<file path="config.mk">
export PLATFORM = sky130hd
export DESIGN_NAME = stage_sequencer
export DESIGN_NICKNAME = d
export VERILOG_FILES = /design/src/rtl/stage_sequencer.sv
export SDC_FILE = /design/constraint.sdc
export NUM_CORES = 1
export LEC_CHECK = 0
export CAP_MARGIN = 30
export CORE_UTILIZATION = 45
export CTS_BUF_LIST = sky130_fd_sc_hd__clkbuf_8
export DETAILED_ROUTE_END_ITERATION = 8
export PLACE_DENSITY = 0.86
export SYNTH_ARGS = -nofsm -noshare
export SYNTH_HDL_FRONTEND = slang
export SYNTH_SLANG_ARGS = --single-unit
export TNS_END_PERCENT = 20
</file>
<file path="constraint.sdc">
create_clock -name clk -period 4.3 [get_ports clk]
set_input_delay 0.86 -clock clk [delete_from_list [all_inputs] [get_ports clk]]
set_output_delay 0.86 -clock clk [all_outputs]
set_load 0.02 [all_outputs]
</file>
<file path="src/rtl/stage_sequencer.sv">
// Multi-stage instruction sequencer: one-hot stage strobes, a data-memory handshake
// at MEM_STAGE, a retire counter and halt/restart control. Optional memory-wait
// timeout is built when STAGE_TIMEOUT_EN is defined.
module stage_sequencer #(
  parameter int NUM_STAGES = 4,
  parameter int MEM_STAGE  = 2,
  parameter int CNT_W      = 32,
  parameter int MAX_WAIT   = 15
) (
  input  logic                  clk,
  input  logic                  rst,
  input  logic                  start,
  input  logic                  stall,
  input  logic                  halt,
  input  logic                  mem_op,
  input  logic                  mem_ack,
  output logic [NUM_STAGES-1:0] stage_en,
  output logic [2:0]            stage_idx,
  output logic                  mem_req,
  output logic                  retire,
  output logic [CNT_W-1:0]      retire_cnt,
  output logic                  busy,
  output logic                  halted,
  output logic                  err
);

  typedef enum logic [1:0] {S_IDLE, S_RUN, S_HALTED} state_e;

  localparam logic [2:0]            LAST_IDX = 3'(NUM_STAGES - 1);
  localparam logic [2:0]            MEM_IDX  = 3'(MEM_STAGE);
  localparam logic [NUM_STAGES-1:0] EN_ONE   = NUM_STAGES'(1);

  if (NUM_STAGES < 2 || NUM_STAGES > 8 || MEM_STAGE < 0 || MEM_STAGE >= NUM_STAGES ||
      CNT_W < 1 || MAX_WAIT < 1) begin : g_param_check
    $error("stage_sequencer: illegal parameter combination");
  end

  state_e           state_q, state_d;
  logic [2:0]       idx_q, idx_d;
  logic [CNT_W-1:0] cnt_q, cnt_d;
  logic             at_mem, fire, timeout;

  always_ff @(posedge clk or negedge rst) begin
    if (!rst) begin
      state_q <= S_IDLE;
      idx_q   <= '0;
      cnt_q   <= '0;
    end else begin
      state_q <= state_d;
      idx_q   <= idx_d;
      cnt_q   <= cnt_d;
    end
  end

  always_comb begin
    state_d = state_q;
    idx_d   = idx_q;
    cnt_d   = cnt_q;
    case (state_q)
      S_IDLE, S_HALTED: begin
        if (start) begin
          state_d = S_RUN;
          idx_d   = '0;
        end
      end
      S_RUN: begin
        // start is deliberately ignored here; only a retiring halt leaves RUN
        if (fire) idx_d = (idx_q == LAST_IDX) ? '0 : idx_q + 3'd1;
        if (retire) begin
          cnt_d = cnt_q + CNT_W'(1);
          if (halt) state_d = S_HALTED;
        end
        if (timeout) idx_d = '0;
      end
      default: state_d = S_IDLE;
    endcase
  end

  // A pending memory request overrides stall so the handshake is never broken
  always_comb begin
    at_mem   = 1'b0;
    fire     = 1'b0;
    mem_req  = 1'b0;
    stage_en = '0;
    retire   = 1'b0;
    if (state_q == S_RUN) begin
      at_mem  = (idx_q == MEM_IDX) && mem_op;
      mem_req = at_mem;
      fire    = at_mem ? mem_ack : !stall;
      if (fire) stage_en = EN_ONE << idx_q;
      retire  = fire && (idx_q == LAST_IDX);
    end
  end

  assign stage_idx  = idx_q;
  assign retire_cnt = cnt_q;
  assign busy       = (state_q == S_RUN);
  assign halted     = (state_q == S_HALTED);

`ifdef STAGE_TIMEOUT_EN
  localparam int WAIT_W = $clog2(MAX_WAIT + 1);

  logic [WAIT_W-1:0] wait_q, wait_d;
  logic              err_q, err_d;
  logic              waiting;

  // Timeout fires in the MAX_WAIT-th unacknowledged cycle; the stage resets next edge
  assign waiting = mem_req && !mem_ack;
  assign timeout = waiting && (wait_q == WAIT_W'(MAX_WAIT - 1));

  always_comb begin
    wait_d = '0;
    if (waiting && !timeout) wait_d = wait_q + WAIT_W'(1);
    err_d = err_q | timeout;
  end

  always_ff @(posedge clk or negedge rst) begin
    if (!rst) begin
      wait_q <= '0;
      err_q  <= 1'b0;
    end else begin
      wait_q <= wait_d;
      err_q  <= err_d;
    end
  end

  assign err = err_q;
`else
  assign timeout = 1'b0;
  assign err     = 1'b0;
`endif

endmodule

</file>
# Word level (Yosys, flattened, before mapping)
# Index checks and enable logic that the tools add are counted.
[word_totals]
regBits = 37
latch_bits = 0
mem_bits_rw = 0
mem_bits_ro = 0
inputBits = 7
out_inout_bits = 44
elab_cells = 37
n_memories = 0
[op_classes]
addsub = 2
n_mul = 0
div_mod_pow = 0
order_cmp = 0
n_eq_ne = 8
shift = 1
n_mux = 14
n_bitwise = 0
reduce_logical = 9
[ops]
columns = ["op", "count"]
rows = [
  ["$add A32 B1 Y32 const B", 1],
  ["$mux W3", 3],
  ["$mux W4", 2],
  ["$eq A3 B2 Y1 const B", 2],
  ["$mux W2", 3],
  ["$ne A2 B2 Y1 const B", 3],
  ["$pmux W3 S2", 1],
  ["$reduce_and A3 Y1", 2],
  ["$mux W1", 4],
  ["$pmux W2 S2", 1],
  ["$shl A1 B3 Y4 const A", 1],
  ["$add A3 B1 Y3 const B", 1],
  ["$eq A2 B1 Y1 const B", 1],
  ["$eq A2 B2 Y1 const B", 1],
  ["$logic_and A1 B1 Y1", 2],
  ["$logic_not A2 Y1", 1],
  ["$ne A2 B1 Y1 const B", 1],
  ["$reduce_and A2 Y1", 1],
  ["$reduce_bool A2 Y1", 1],
  ["$reduce_or A2 Y1", 1],
  ["$logic_not A1 Y1", 1],
]

# Logic depth before layout (Yosys ltp)
[depth]
ltp_word = 7
depth_mapped = 9
mapped_depth_nobuf = 7

# Least setup slack after synthesis
# Ideal clock, no wire load.
[synth_timing]
path_type = "input port to output port"
from = "input mem_op"
to = "output stage_en[3]"
t_arrival_ps = 2181
t_required_ps = 3440
slack_ps = 1259
cell_stages = 4
n_path_buf = 1
path_cell_list = "a21oi_1 nor2_1 nor3_1 buf_4"
[synth_between]
elab_chain_len = 4
[synth_rtl]
columns = ["item", "line_no", "text"]
rows = [
  ["start: declaration", "15", "input logic mem_op,"],
  ["$logic_and A1 B1 Y1", "87", "at_mem = (idx_q == MEM_IDX) && mem_op;"],
  ["$mux W1", "89", "fire = at_mem ? mem_ack : !stall;"],
  ["$mux W4", "90", "if (fire) stage_en = EN_ONE << idx_q;"],
  ["$mux W4", "86", "if (state_q == S_RUN) begin"],
  ["end: declaration", "17", "output logic [NUM_STAGES-1:0] stage_en,"],
]
# Every way passes these cells.

# Worst setup path in the final report
[layout_timing]
from = "input mem_op"
to = "output stage_en[0]"
# The elaborated chain is that of the path after synthesis.

==> results.cfg <==
[clocking]
cts_tree = yes
ctsHoldBuffers = 0
cts_inserted_buffers = 5
cts_sinks = 37
post_cts_resize_count = 0
insertion_delay_ns = 0.28
htree_levels = 2
clock-root-buffer = clkbuf_8
cts.path.max_buffers = 2
path_clk_slew_ns = 0.07
post_cts_buffers = 0

[setup_path]
slowest_stage = clkdlybuf4s50_1
crit_fanout = 9
path_buf_inv = 2
critical_path.max_stage_delay_ns = 0.63
cp-end-kind = primary output
worstPathCellList = clkdlybuf4s50_1 -> nand3b_1 -> a211o_1 -> nor3b_1 -> clkdlybuf4s50_1
critical_path_class = in2out
cp.arrival_ns = 2.79
crit_top_cell = clkdlybuf4s50_1
crit_family = buffers and inverters
required_ns = 3.44
setup.worst_path.start_class = input port

[die]
start_util_pct = 46.8
die_h_um = 66.5
dieWidth_um = 66.5
rows = 23
die-area_um2 = 4420
core-area_um2 = 4000
io_pins = 51

[sta]
finalMaxSlewViolations = 0
layout_min_cycle_time_ns = 3.65
setup_viol = 0
setup-tns-final_ns = 0
holdWs_ns = 0.470
fin_skew_ns = 0.00279
max_freq_mhz = 274
period_share_pct = 84.9
layout_setup_ws_ns = 0.651
worst_pin_slew_ns = 0.788
slew_headroom_pct = 47.4
hold_viol = 0
rsz0062_at_grt = no

[power_and_ir_drop]
p_comb_share_pct = 32.0
clkPwrFrac_pct = 24.0
switchingPower_w = 0.000312
p_seq_share_pct = 44.1
pwr_density_cell_nw_per_um2 = 389
switching_share_pct = 32.4
irDropWorstVdd_uv = 262
intPower_w = 0.000651
leakage_nw = 1.12

[synthesis]
synth.yosys.seq_area_share_pct = 49.4
synth-edff-count = 0
yosys.area.top_type_share_pct = 49.4
synthCells = 172
syn_nets = 184
synth_area_leader_cell = dfrtp_1
ys_async_sr_fraction_pct = 100
yosysWarnings = 0
synthDistinctLibCells = 37
synth_ff_type = dfrtp_1
ys_ff_latch = 37
postSynthAreaPerCell_um2 = 10.9
synth.area.top_cells = dfrtp_1 49%, xnor2_1 7.9%, xor2_1 6.5%
syn-cell-area_um2 = 1870

[placed_design]
placed_cells = 267
hpwl_mm = 2.86
io_buffers = 49
place.gp.congestion = 0.794
dp_worst_setup_slack_ns = 0.676

[cells_and_area]
final_common_cell = clkdlybuf4s50_1
final_nets = 236
most-common-layout-cells = 48 x clkdlybuf4s50_1, 37 x dfrtp_1, 17 x xnor2_1
instances_no_fill = 274
drive_gt1_share_pct = 5.80
post-route-util_pct = 61.8
area_growth_pct = 32.1
n_antenna_cell = 0

[outcome]
status = complete, no violations

[grt]
grt_usage_pct = 20.2
grt_max_degree = 38
grt_pass1_vias = 1417
grt.overflow.total = 0
grt_pass1_wl_mm = 6.51
antenna_found_initial = 0

[drt]
post-route-drc-count = 0
ant_nets = 0
drtIter0Drc = 61
dr.pass1.iters = 4
vias = 1453
drt_wl_total_mm = 3.82
viasPerCell = 5.30
post_drt_wl_per_cell_um = 13.9

[hold_path]
hp-class = reg2reg

[job]
maxCapViolCount = 0
per-stage QoR:
| step | instance area [um2] | total power [W] |
|---|---|---|
| CTS | 2470 | 0.000974 |
| global route | 2470 | 0.00103 |
| finish | 2470 | 0.000962 |
| floorplan | 1870 | 0.000606 |
| global placement | 2390 | 0.000731 |
| detailed placement | 2390 | 0.000740 |
worst paths after layout:
path | start | endpoint | slack (ns) | cells after the start
setup / recovery | mem_op | stage_en[0] | 0.65 | 5
hold / removal | retire_cnt[31] | retire_cnt[31] | 0.47 | 1
setup reg to reg | retire_cnt[5] | retire_cnt[25] | 1.74 | 5
hold reg to reg | retire_cnt[31] | retire_cnt[31] | 0.47 | 1
max in group asynchronous | rst | retire_cnt[1] | 3.14 | 1
min in group asynchronous | rst | retire_cnt[31] | 0.66 | 1
cells in the mapped netlist, drive strengths merged (2+ instances only):
master	count
nor3b	4
nor4	2
and2	3
ha	5
a21oi	2
and3	6
buf	4
xnor2	17
and4	2
nand2b	3
inv	7
or2	2
nor2	9
nor4b	2
xor2	14
nand3	11
nand4	7
nand2	14
dfrtp	37
nor3	7
flip-flops by register name (all words and copies together), names as in the netlist:
| signal | cells |
|---|---|
| retire_cnt | 32 |
| stage_idx | 3 |
| state_q | 2 |
routing by layer:
| metal | wire [um] | global-route usage (%) |
|---|---|---|
| met1 | 1710 | 26.6 |
| met5 | 0 | 0 |
| met4 | 61 | 8.51 |
| met3 | 208 | 6.16 |
| met2 | 1840 | 30.7 |
final cells by class:
type	instances	area, um2
Clock buffer	6	82.6
Clock inverter	1	3.75
Tap cell	50	62.6
Multi-Input combinational cell	123	880
Fill cell	333	1530
Timing Repair Buffer	50	493
Inverter	7	26.3
Sequential cell	37	926
power groups by stage:
stage / Sequential [W] / Clock [W] / Combinational (W)
global route: 0.000432 / 0.000255 / 0.000340
floorplan: 0.000458 / 0 / 0.000148
global placement: 0.000429 / 0 / 0.000302
CTS: 0.000425 / 0.000238 / 0.000311
detailed placement: 0.000431 / 0 / 0.000309
finish: 0.000424 / 0.000231 / 0.000308
worst reg2reg max path, stage by stage (launching register included):
cell     delay, ns
dfrtp_1       0.42
and4_1        0.28
nand4_1       0.55
nor4_1        0.84
nand3_1       0.20
xnor2_1       0.16
logic make-up (layout without fill, tap and decap cells):
| group | after synthesis | count (layout) | synth area share (%) |
|---|---|---|---|
| simple gates | 78 | 78 | 25.7 |
| fa+ha+maj | 5 | 5 | 3.34 |
| xor+xnor | 31 | 31 | 14.5 |
| compound gates | 7 | 7 | 2.61 |
| buf+inv | 12 | 64 | 3.61 |
| flops | 37 | 37 | 49.4 |
| mux | 1 | 1 | 0.601 |
| other cells | 1 | 1 | 0.200 |
Note: power is estimated with default switching activity, not from simulation.
